==> src/rtl/vlsu_obi_initiator.sv <==
// Vector load/store initiator: one VLEN-bit command becomes in-order 32-bit OBI transactions, loads reassembled.
// Latency: first req the cycle after accept; result the cycle after the last rvalid; req never withdrawn once raised.
module vlsu_obi_initiator #(
    parameter int VLEN            = 256,
    parameter int X_ID_WIDTH      = 4,
    parameter int MAX_OUTSTANDING = 2
) (
    input  logic                  clk_i,
    input  logic                  rst_i,
    input  logic                  cmd_valid_i,
    output logic                  cmd_ready_o,
    input  logic                  cmd_we_i,
    input  logic [31:0]           cmd_addr_i,
    input  logic [VLEN-1:0]       cmd_wdata_i,
    input  logic [VLEN/8-1:0]     cmd_be_i,
    input  logic [X_ID_WIDTH-1:0] cmd_id_i,
    output logic                  res_valid_o,
    input  logic                  res_ready_i,
    output logic [VLEN-1:0]       res_rdata_o,
    output logic [X_ID_WIDTH-1:0] res_id_o,
    output logic                  res_err_o,
    output logic                  data_req_o,
    input  logic                  data_gnt_i,
    output logic [31:0]           data_addr_o,
    output logic                  data_we_o,
    output logic [3:0]            data_be_o,
    output logic [31:0]           data_wdata_o,
    input  logic                  data_rvalid_i,
    input  logic [31:0]           data_rdata_i,
    input  logic                  data_err_i
);
    localparam int NW = VLEN / 32;
    localparam int TW = (NW > 1) ? $clog2(NW) : 1;
    localparam int IW = TW + 1;
    localparam int OW = $clog2(MAX_OUTSTANDING + 1);
    localparam int PW = (MAX_OUTSTANDING > 1) ? $clog2(MAX_OUTSTANDING) : 1;
    localparam logic [IW-1:0] IDX_NONE  = IW'(NW);
    localparam logic [OW-1:0] OUTST_MAX = OW'(MAX_OUTSTANDING);
    localparam logic [OW-1:0] OUTST_ONE = OW'(1);
    localparam logic [PW-1:0] PTR_LAST  = PW'(MAX_OUTSTANDING - 1);

    typedef enum logic [1:0] {IDLE, ISSUE, DRAIN, RESP} state_t;

    state_t                  state_q;
    logic                    we_q;
    logic [31:0]             addr_q;
    logic [VLEN-1:0]         wdata_q;
    logic [VLEN/8-1:0]       be_q;
    logic [X_ID_WIDTH-1:0]   id_q;
    logic [VLEN-1:0]         rdata_q;
    logic                    err_q;
    logic [IW-1:0]           idx_q;
    logic [OW-1:0]           outst_q;
    logic [PW-1:0]           wp_q;
    logic [PW-1:0]           rp_q;
    logic [TW-1:0]           tags_q [MAX_OUTSTANDING];

    // Lowest word index >= from whose byte-enable slice is nonzero, IDX_NONE if none remain.
    function automatic logic [IW-1:0] first_enabled(input logic [VLEN/8-1:0] be, input logic [IW-1:0] from);
        logic [IW-1:0] r;
        r = IDX_NONE;
        for (int k = NW - 1; k >= 0; k--) begin
            if (IW'(k) >= from && be[4*k +: 4] != 4'h0) r = IW'(k);
        end
        return r;
    endfunction

    logic [TW-1:0] word_sel;
    logic          issue_ok;
    logic          req_fire;
    logic          rsp_fire;
    logic [IW-1:0] next_idx;
    logic [31:0]   word_addr;

    assign word_sel  = idx_q[TW-1:0];
    assign issue_ok  = (state_q == ISSUE) && (outst_q < OUTST_MAX) && (idx_q != IDX_NONE);
    assign req_fire  = issue_ok && data_gnt_i;
    assign rsp_fire  = data_rvalid_i && (outst_q != '0);
    assign next_idx  = first_enabled(be_q, idx_q + 1'b1);
    assign word_addr = (addr_q & 32'hFFFF_FFFC) + {{(30-IW){1'b0}}, idx_q, 2'b00};

    always_ff @(posedge clk_i) begin
        if (rst_i) begin
            state_q <= IDLE;
            we_q    <= 1'b0;
            addr_q  <= '0;
            wdata_q <= '0;
            be_q    <= '0;
            id_q    <= '0;
            rdata_q <= '0;
            err_q   <= 1'b0;
            idx_q   <= IDX_NONE;
            outst_q <= '0;
            wp_q    <= '0;
            rp_q    <= '0;
        end else begin
            case (state_q)
                IDLE: begin
                    if (cmd_valid_i) begin
                        we_q    <= cmd_we_i;
                        addr_q  <= cmd_addr_i;
                        wdata_q <= cmd_wdata_i;
                        be_q    <= cmd_be_i;
                        id_q    <= cmd_id_i;
                        rdata_q <= '0;
                        err_q   <= 1'b0;
                        idx_q   <= first_enabled(cmd_be_i, '0);
                        state_q <= (cmd_be_i == '0) ? RESP : ISSUE;
                    end
                end
                ISSUE: begin
                    if (req_fire) begin
                        idx_q <= next_idx;
                        if (next_idx == IDX_NONE) state_q <= DRAIN;
                    end
                end
                DRAIN: begin
                    if (rsp_fire && outst_q == OUTST_ONE) state_q <= RESP;
                end
                RESP: begin
                    if (res_ready_i) state_q <= IDLE;
                end
                default: state_q <= IDLE;
            endcase

            // In-order tag FIFO: the word index travels with each granted transaction.
            if (req_fire) begin
                tags_q[wp_q] <= word_sel;
                wp_q         <= (wp_q == PTR_LAST) ? '0 : wp_q + 1'b1;
            end
            if (rsp_fire) begin
                rp_q  <= (rp_q == PTR_LAST) ? '0 : rp_q + 1'b1;
                err_q <= err_q | data_err_i;
                if (!we_q) rdata_q[32*tags_q[rp_q] +: 32] <= data_rdata_i;
            end
            if (req_fire && !rsp_fire)      outst_q <= outst_q + 1'b1;
            else if (!req_fire && rsp_fire) outst_q <= outst_q - 1'b1;
        end
    end

    assign cmd_ready_o  = (state_q == IDLE) && !rst_i;
    assign data_req_o   = issue_ok && !rst_i;
    assign data_addr_o  = rst_i ? '0 : word_addr;
    assign data_we_o    = we_q && !rst_i;
    assign data_be_o    = rst_i ? '0 : be_q[4*word_sel +: 4];
    assign data_wdata_o = (rst_i || !we_q) ? '0 : wdata_q[32*word_sel +: 32];
    assign res_valid_o  = (state_q == RESP) && !rst_i;
    assign res_rdata_o  = rst_i ? '0 : rdata_q;
    assign res_id_o     = rst_i ? '0 : id_q;
    assign res_err_o    = err_q && !rst_i;

    // A response with nothing outstanding is dropped by the logic above; flag it in simulation.
    assert property (@(posedge clk_i) disable iff (rst_i) !(data_rvalid_i && outst_q == '0));

endmodule

==> config.mk <==
export PLATFORM = sky130hd
export DESIGN_NAME = vlsu_obi_initiator
export DESIGN_NICKNAME = d
export VERILOG_FILES = /design/src/rtl/vlsu_obi_initiator.sv
export SDC_FILE = /design/constraint.sdc
export NUM_CORES = 1
export LEC_CHECK = 0
export CORE_ASPECT_RATIO = 0.8
export CORE_MARGIN = 2
export CORE_UTILIZATION = 25
export CTS_CLUSTER_DIAMETER = 80
export DETAILED_ROUTE_END_ITERATION = 8
export GPL_TIMING_DRIVEN = 0
export PLACE_DENSITY = 0.58
export SYNTH_ARGS = -nofsm -noshare
export SYNTH_HDL_FRONTEND = slang
export SYNTH_SLANG_ARGS = --single-unit
==> constraint.sdc <==
create_clock -name clk_i -period 3.56 [get_ports clk_i]
set_input_delay 0.712 -clock clk_i [delete_from_list [all_inputs] [get_ports clk_i]]
set_output_delay 0.712 -clock clk_i [all_outputs]
set_load 0.01 [all_outputs]
Word level (Yosys, flattened, before mapping)
Memory sizes are Yosys's and may differ from the RTL's. A register that Yosys moved wholly into a read port is not among the register bits.
Index checks and enable logic that the tools add are counted.
{ "totals": {"reg_bits": 592, "latch_bits": 0, "ramBits": 6, "rom_bits": 0, "in_bits": 364, "mem_count": 1} }
{ "memory_table": {"columns": ["name", "depth", "word_bits", "rd", "rd_ports_with_merged_regs", "write_ports", "line_no", "rtl"], "rows": [
  ["tags_q", 2, 3, 1, 1, 1, "56", "logic [TW-1:0] tags_q [MAX_OUTSTANDING];"]
]} }
{ "op_classes": {"n_addsub": 7, "mul": 0, "div": 0, "order_cmp": 9, "n_eq_ne": 11, "shift": 4, "muxes": 49, "bitwise_logic": 1, "reduce_logical": 52} }
{ "op_table": {"columns": ["cell", "n"], "rows": [
  ["two-way mux 256 bit", 6],
  ["bitwise mux 256 bit", 1],
  ["variable shift 32 x 34 -> 256 bit (first input constant)", 1],
  ["indexed part select 256 x 9 -> 32 bit", 1],
  ["indexed part select 32 x 34 -> 256 bit", 1],
  ["two-way mux 4 bit", 20],
  ["two-way mux 32 bit", 2],
  ["nonzero test 4 bit", 16],
  ["negator 8 -> 34 bit", 1],
  ["adder 32 x 6 -> 32 bit", 1],
  ["logical NOT 32 bit", 1],
  ["indexed part select 32 x 6 -> 4 bit", 1],
  ["logical AND 1 bit", 20],
  ["greater-or-equal comparator 3 x 4 -> 1 bit (first input constant)", 4],
  ["two-way mux 2 bit", 8],
  ["two-way mux 1 bit", 10],
  ["nonzero test 2 bit", 5],
  ["greater-or-equal comparator 1 x 4 -> 1 bit (first input constant)", 2],
  ["greater-or-equal comparator 2 x 4 -> 1 bit (first input constant)", 2],
  ["inequality test 2 bit (second input constant)", 4],
  ["one-hot mux 2 bit (4 select lines)", 1],
  ["one-hot mux 4 bit (2 select lines)", 1],
  ["AND reduction 5 bit", 1],
  ["adder 4 x 1 -> 4 bit (second input constant)", 1],
  ["15 further kinds", 22]
]} }

Longest topological paths before layout
Gate-level depths: netlist of run 1.
{ "logic_depth": {"word_depth": 15, "ltp_mapped": 12} }

Least setup slack after synthesis of run 1
Ideal clock, no wire load.
{ "synth_timing": {"kind": "register -> output", "start": "reg idx_q[1]", "end": "out data_addr_o[17]", "arrival_time_ps": 2064, "slack_ps": 784, "path_stages_with_launch": 9, "n_path_buf": 1, "path_cell_list": "dfxtp_1 -> ha_1 -> a21o_1 -> a21o_1 -> a21oi_1 -> clkbuf_1 -> nor3b_1 -> xnor2_1 -> nor2_1"} }
{ "synth_via": {"elab_chain_cells": 2} }
{ "synth_rtl": {"columns": ["element", "line_no", "rtl"], "rows": [
  ["start: declaration", "52", "logic [IW-1:0] idx_q;"],
  ["start signal: assignment", "107", "idx_q <= first_enabled(cmd_be_i, '0);"],
  ["start signal: assignment", "113", "idx_q <= next_idx;"],
  ["adder 32 x 6 -> 32 bit", "80", "assign word_addr = (addr_q & 32'hFFFF_FFFC) + {{(30-IW){1'b0}}, idx_q, 2'b00};"],
  ["two-way mux 32 bit", "143", "assign data_addr_o = rst_i ? '0 : word_addr;"],
  ["end: declaration", "24", "output logic [31:0] data_addr_o,"]
]} }
Every way passes these cells.

Worst setup path after layout of run 1
{ "layout_timing": {"start": "reg idx_q[0]", "end": "out data_be_o[3]"} }
{ "layout_via": {"elab_chain_cells": 2} }
{ "layout_rtl": {"columns": ["element", "line_no", "rtl"], "rows": [
  ["indexed part select 32 x 6 -> 4 bit", "145", "assign data_be_o = rst_i ? '0 : be_q[4*word_sel +: 4];"],
  ["two-way mux 4 bit", "145", null],
  ["end: declaration", "26", "output logic [3:0] data_be_o,"]
]} }
Every way passes these cells.

==> metrics.yaml, run 1 <==
power_and_ir_drop:
  p_per_area_nw_per_um2: 583
  pwr-share-comb_pct: 31.5
  p_leak_nw: 13.4
  switching_power_mw: 8.13
  p_int_mw: 14.2
  seqPwrFrac_pct: 35.5
  switching_share_pct: 36.4
  power.share.clock_pct: 33.0
  ir_drop_v: 0.000297
final_layout:
  nFillCells: 11100
  drive_gt1_share_pct: 7.90
  nNetsFinal: 4506
  syn_to_final_growth_pct: 43.4
  utilization_pct: 36.0
  fin_cells: 5602
sta:
  skew_ns: 0.0276
  maxSlewViolCount: 0
  hold_viol: 0
  max_freq_ghz: 0.285
  min_period_over_period_pct: 98.5
  max-slew-margin-rel_pct: 15.2
  worstMarginPinSlew_ns: 1.27
  fin_tns_setup_ns: 0
  timing.hold.ws_ns: 0.449
  finalSetupViolCount: 0
  period_minus_slack_ns: 3.51
critical_path:
  startpoint_type: "flop"
  endpoint_kind: "primary output"
  crit_start: "idx_q[0]"
  cp_max_fo: 8
  worstSetupPathType: "flop to primary output"
  worst-r2r-cell-count: 9
  cp-endpoint: "data_be_o[3]"
  critical_path_required_ns: 2.85
  r2r_end: "rdata_q[33]"
  crit_arrival_ns: 2.79
  r2r_setup_slack_ns: 0.28
clock_tree:
  clockBufferDepth: 3
  clk_pin_slew_ns: 0.06
  cts_tree: "built"
  cts_made_buffers: 69
  htree_levels: 3
  clk_latency_ns: 0.64
  clock-sinks: 597
  root_buffer: "clkbuf_16"
  ctsHoldBuffers: 0
floorplan:
  die_h_um: 296
  initial_core_util_pct: 25.1
  die-area_um2: 109000
  io_pins: 697
  core_um2: 106000
  rows: 107
  die_w_um: 369
yosys:
  yosysUniqueCellTypes: 62
  syn_inst: 3344
  synth.avg_cell_area_um2: 7.97
  synth_warnings: 0
  yosysSeqAreaShare_pct: 45.0
  netlist.top_cell.by_area: "dfxtp_1"
  synth_area_um2: 26700
  synth_top_cell_area_share_pct: 44.4
  ys_async_sr_fraction_pct: 0
  ys.flop_type: "dfxtp_1"
  ys_top_cells_by_area: "dfxtp_1 44%, nand2_1 10%, a21oi_1 8.7%"
  yosys_register_bits: 597
  synth_edf_count: 6
route:
  dr.pass1.iters: 5
  vias: 27500
  wl_per_cell_um: 23.0
  drt_iter0_drc: 2449
  routed_wirelength_um: 129000
  ant_nets: 0
  routed_via_density: 4.91
  drc: 0
grt:
  use_met2_pct: 38.2
  grt_max_degree: 14
  use_met1_pct: 28.7
  grt_usage_pct: 22.6
  grt_first_pass_wirelength_um: 180000
  grt_antenna_before_repair: 29
  overflow: 0
  grt.met3_usage_pct: 5.18
  top_usage_layer: "met2"
  grt_pass1_vias: 26000
job:
  drv_cap: 0
outcome:
  status: "complete, no violations"
placement:
  place_inst: 5454
  gp_congestion: 0.922
  port_buffers: 692
  dp_hpwl_um: 102000
worst_hold_path:
  hold_class: "flop to flop"
[synth_stat cells (all sizes together), types with 35 or more instances]
cell type,count
a31oi,130
nand3b,35
nor2,340
nor2b,269
buf,62
mux2i,38
nand3,203
nand2,736
dfxtp,591
mux4,72
a21oi,464
clkbuf,232
[repair_timing]
item	4_1_cts	5_1_grt
endpoints found under the setup margin	313	86
buffers inserted	14	2
resized for setup	184	39
pin swaps	4	1
[cells by family (layout without fill, tap and decap cells)]
logic type      after synthesis  after routing  share of synthesized area (%)
compound gates              629            629                           12.8
xor+xnor                     32             32                           1.08
fa+ha+maj                    19             19                          0.920
buf+inv                     306           1138                           4.55
flops                       597            597                           45.0
mux                         111            111                           7.58
other cells                   1             10                         0.0141
simple gates               1649           1649                           28.0
[power groups by stage]
stage	clock (mW)	sequential, mW	combinational, mW
after global routing	7.70	8.00	7.58
after floorplan	0	7.86	3.95
after global placement	0	8.05	6.69
after detailed placement	0	8.07	6.75
after CTS	7.44	7.92	7.04
final	7.35	7.92	7.03
[placed cells by master, fill, tap and decap left out, drive strengths merged, types with 20 or more instances in the layout]
cell type | netlist | layout
a31oi | 130 | 130
nand2 | 736 | 736
dfxtp | 591 | 591
buf | 62 | 83
clkbuf | 232 | 323
clkdlybuf4s50 | 0 | 654
mux4 | 72 | 72
mux2i | 38 | 38
nor2 | 340 | 340
inv | 12 | 20
dlygate4sd2 | 0 | 30
nand3 | 203 | 203
a21oi | 464 | 464
nand3b | 35 | 35
nor2b | 269 | 269
[cell type report]
class,instances,area (µm²),share of cell area (%)
Multi-Input combinational cell,2442,13600,35.6
Sequential cell,597,12000,31.4
Timing Repair Buffer,708,7030,18.4
Clock buffer,97,1970,5.16
Tap cell,1417,1770,4.64
Buffer,293,1450,3.78
Clock inverter,28,343,0.896
Inverter,12,45.0,0.118
Antenna cell,8,20.0,0.0523
[registers in the layout (all words and copies together), names as in the netlist, named ones only]
register,flops
rdata_q,256
wdata_q,256
be_q,32
addr_q,30
tags_q,6
id_q,4
idx_q,4
outst_q,2
state_q,2
err_q,1
rp_q,1
we_q,1
wp_q,1
[metal layers]
metal / vias up / wire length (µm) / share of wire, %
met1: 13200 / 54200 / 42
met2: 1195 / 60400 / 47
met4: 28 / 3880 / 3.0
met3: 208 / 10400 / 8.1
li1: 12900 / - / -
met5: - / 186 / 0.14
[worst min-delay path by stage]
stage | start | end | slack [ns] | cells after the start
after floorplan | id_q[0] | id_q[0] | 0.43 | 2
after global placement | wdata_q[88] | wdata_q[88] | 0.44 | 2
after detailed placement | id_q[1] | id_q[1] | 0.44 | 2
after CTS | id_q[1] | id_q[1] | 0.45 | 2
after global routing | wdata_q[55] | wdata_q[55] | 0.47 | 2
final | id_q[1] | id_q[1] | 0.45 | 2
[critical path: stages (launching register included)]
cell             delay [ns]
dfxtp_4                0.39
buf_12                 0.17
buf_4                  0.16
mux4_1                 0.63
mux2i_2                0.26
nor2_1                 0.06
clkdlybuf4s50_1        0.48
[stage by stage]
stage | cell area (µm²) | setup WS, ns | total power, mW
after CTS | 38100 | 0.00134 | 22.4
after global routing | 38200 | -0.00407 | 23.3
after detailed placement | 35400 | -1.01 | 14.8
after global placement | 35400 | -1.02 | 14.7
final | 38200 | 0.0531 | 22.3
after floorplan | 26700 | 0.784 | 11.8
Note: power is estimated with default switching activity, not from simulation.
==> run 2, diff against run 1 <==
--- a/config.mk
+++ b/config.mk
@@ -10,7 +10,6 @@
 export CORE_UTILIZATION = 25
 export CTS_CLUSTER_DIAMETER = 80
 export DETAILED_ROUTE_END_ITERATION = 8
-export GPL_TIMING_DRIVEN = 0
 export PLACE_DENSITY = 0.58
 export SYNTH_ARGS = -nofsm -noshare
 export SYNTH_HDL_FRONTEND = slang
==> constraint.sdc (replaced) <==
create_clock -name clk_i -period 3.9 [get_ports clk_i]
set_input_delay 0.78 -clock clk_i [delete_from_list [all_inputs] [get_ports clk_i]]
set_output_delay 0.78 -clock clk_i [all_outputs]
set_load 0.01 [all_outputs]
==> run 2 against run 1 <==
  * Sequential power down 9.1%
  * Clock skew down 0.0071 ns
  * Register-to-register slack better by 0.59 ns
  * Count of clock-buffer cells in the layout up 1
  * Cell count down 4.2%
  * Largest cell class unchanged
==> metrics.yaml, run 2 (synthesized netlist as in run 1, its figures left out) <==
critical_path:
  r2r_end: "rdata_q[28]"
  crit_arrival_ns: 2.95  # +0.16 ns
  r2r_setup_slack_ns: 0.87  # +0.59 ns
  crit_chain: "buf_12 -> mux4_2 -> mux2i_2 -> nor2_1 -> clkdlybuf4s50_1"
  worst-r2r-cell-count: 9  # unchanged
  crit_start: "idx_q[1]"
  worstSetupPathType: "flop to primary output"
  cp_max_fo: 66  # +58
  critical_path_required_ns: 3.12  # +0.27 ns
  startpoint_type: "flop"
  critical_path.top_delay_family: "multiplexers"
  crit_path_max_incr_delay_ns: 0.66  # +0.03 ns
  endpoint_kind: "primary output"
  critPathSlowestCell: "mux4_2"
  worst-path-buf-inv: 2  # -1
grt:
  grt_pass1_vias: 23600  # -9.1%
  grt_antenna_before_repair: 27  # -6.9%
  overflow: 0  # unchanged
  grt_first_pass_wirelength_um: 150000  # -17%
  grt_usage_pct: 18.0  # -4.6 points
  grt_max_degree: 207  # +193
outcome:
  status: "complete, no violations"
floorplan:
  rows: 107  # unchanged
  io_pins: 697  # unchanged
  die_w_um: 369  # unchanged
  initial_core_util_pct: 25.1  # unchanged
  core_um2: 106000  # unchanged
  die_h_um: 296  # unchanged
  die-area_um2: 109000  # unchanged
route:
  ant_nets: 0  # unchanged
  routed_wirelength_um: 103000  # -20%
  dr.pass1.iters: 5  # unchanged
  routed_via_density: 4.74  # -3.5%
  met2_length_um: 48900  # -19%
  wl_met1_um: 42600  # -21%
  drt_iter0_drc: 2039  # -17%
  wl_met3_um: 8670  # -17%
  vias: 25400  # -7.5%
  wl_per_cell_um: 19.2  # -17%
  top_layer: "met5"
  drc: 0  # unchanged
power_and_ir_drop:
  ir_drop_v: 0.000400  # +35%
  p_per_area_nw_per_um2: 520  # -11%
  p_leak_nw: 13.1  # -2.3%
final_layout:
  top_regs: "rdata_q x256, wdata_q x256, be_q x32"
  final_common_cell: "nand2_1"
  final_cell_mix: "735 x nand2_1, 680 x clkdlybuf4s50_1, 588 x dfxtp_1, 463 x a21oi_1, 337 x nor2_1"
  drive_gt1_share_pct: 7.30  # -0.60 points
  syn_to_final_growth_pct: 40.7
  nNetsFinal: 4277  # -5.1%
sta:
  hold_viol: 0  # unchanged
  maxSlewViolCount: 0  # unchanged
  worstMarginPinSlew_ns: 1.30  # +0.0263 ns
  period_minus_slack_ns: 3.73
  timing.hold.ws_ns: 0.451  # +0.00203 ns
  max-slew-margin-rel_pct: 13.5  # -1.8 points
  fin_tns_setup_ns: 0  # unchanged
  setup_ws_ns: 0.168  # +0.115 ns
  rsz0062_at_grt: "no"
  max_freq_ghz: 0.268
  finalSetupViolCount: 0  # unchanged
  skew_ns: 0.0204  # -0.00715 ns
  min_period_over_period_pct: 95.7
clock_tree:
  clock-sinks: 597  # unchanged
  root_buffer: "clkbuf_16"
  cts_tree: "built"
  clockBufferDepth: 3  # unchanged
  cts_made_buffers: 70  # +1.4%
  clk_pin_slew_ns: 0.05  # about the same
  clk_latency_ns: 0.61  # -0.03 ns
  htree_levels: 3  # unchanged
  ctsHoldBuffers: 0  # unchanged
placement:
  port_buffers: 692  # unchanged
  pre_cts_slack_ns: 0.601  # +1.61 ns
  dp_hpwl_um: 74200  # -27%
  gp_congestion: 0.835  # -9.5%
worst_hold_path:
  min_to: "wdata_q[223]"
  hold_class: "flop to flop"
  hold_depth: 2  # unchanged
  hp-start: "wdata_q[223]"
job:
  drv_cap: 0  # unchanged
## run 2: cell types whose count changed in the layout (fill, tap and decap cells not counted), moves of 5 or more
cell             change
clkbuf_2            -21
dlygate4sd2_1       -30
nor2b_1             +10
clkdlybuf4s50_1     +26
nor2b_2              -8
buf_12              +21
buf_2               -29
buf_1               -17
buf_4               +30
nor2_1               +5
clkbuf_4            -11
dlymetal6s2s_1       +5
clkbuf_1           -192
buf_6                -5
## run 2: layer usage
metal  global-route usage [%]  vias up
li1                         -    12400
met1                     22.3    12000
met2                     30.5      862
met3                     5.00      166
met4                     5.07       34
met5                        0        -
## run 2: cell type report
type	count	area, µm²
multi-input cells	2442	13500
diodes	5	12.5
clock buffers	98	2040
flip-flops and latches	597	12000
fillers	11100	68600
clock inverters	23	253
repair buffers	771	7880
well taps	1417	1770
inverters	12	45.0
## run 2: tightest hold or removal path: stages (launching register included)
cell and delay, ns:
dfxtp_1 0.30, nand2_1 0.05, a21oi_1 0.05
## run 2: stage by stage
step	cells	power, mW	util (%)	instance area [µm²]
floorplan	3345	10.8	-	26700
global placement	5236	13.1	33.1	35200
detailed placement	5236	13.2	33.1	35200
CTS	5357	19.8	35.3	37400
global route	5360	20.6	35.3	37500
finish	5365	19.5	35.3	37500
## run 2: repair_timing
item | in CTS | in global routing
setup buffers | 0 | 3
pin swaps | 0 | 1
resized for setup | 2 | 12
setup endpoints to repair | 6 | 14
hold endpoints to repair | 0 | 0
## run 2: worst max path at each step
stage | endpoint | slack (ns) | depth (start not counted)
detailed placement | data_wdata_o[14] | 0.60 | 5
global route | data_req_o | 0.001 | 7
floorplan | data_addr_o[17] | 1.06 | 8
global placement | data_wdata_o[14] | 0.60 | 5
finish | data_wdata_o[4] | 0.17 | 5
CTS | data_addr_o[22] | 0.007 | 10
## run 2: power by group
group / internal (mW) / leakage [nW] / switching, mW
Combinational: 2.23 / 7.10 / 3.55
Clock: 3.81 / 1.14 / 2.73
Sequential: 6.78 / 4.87 / 0.420
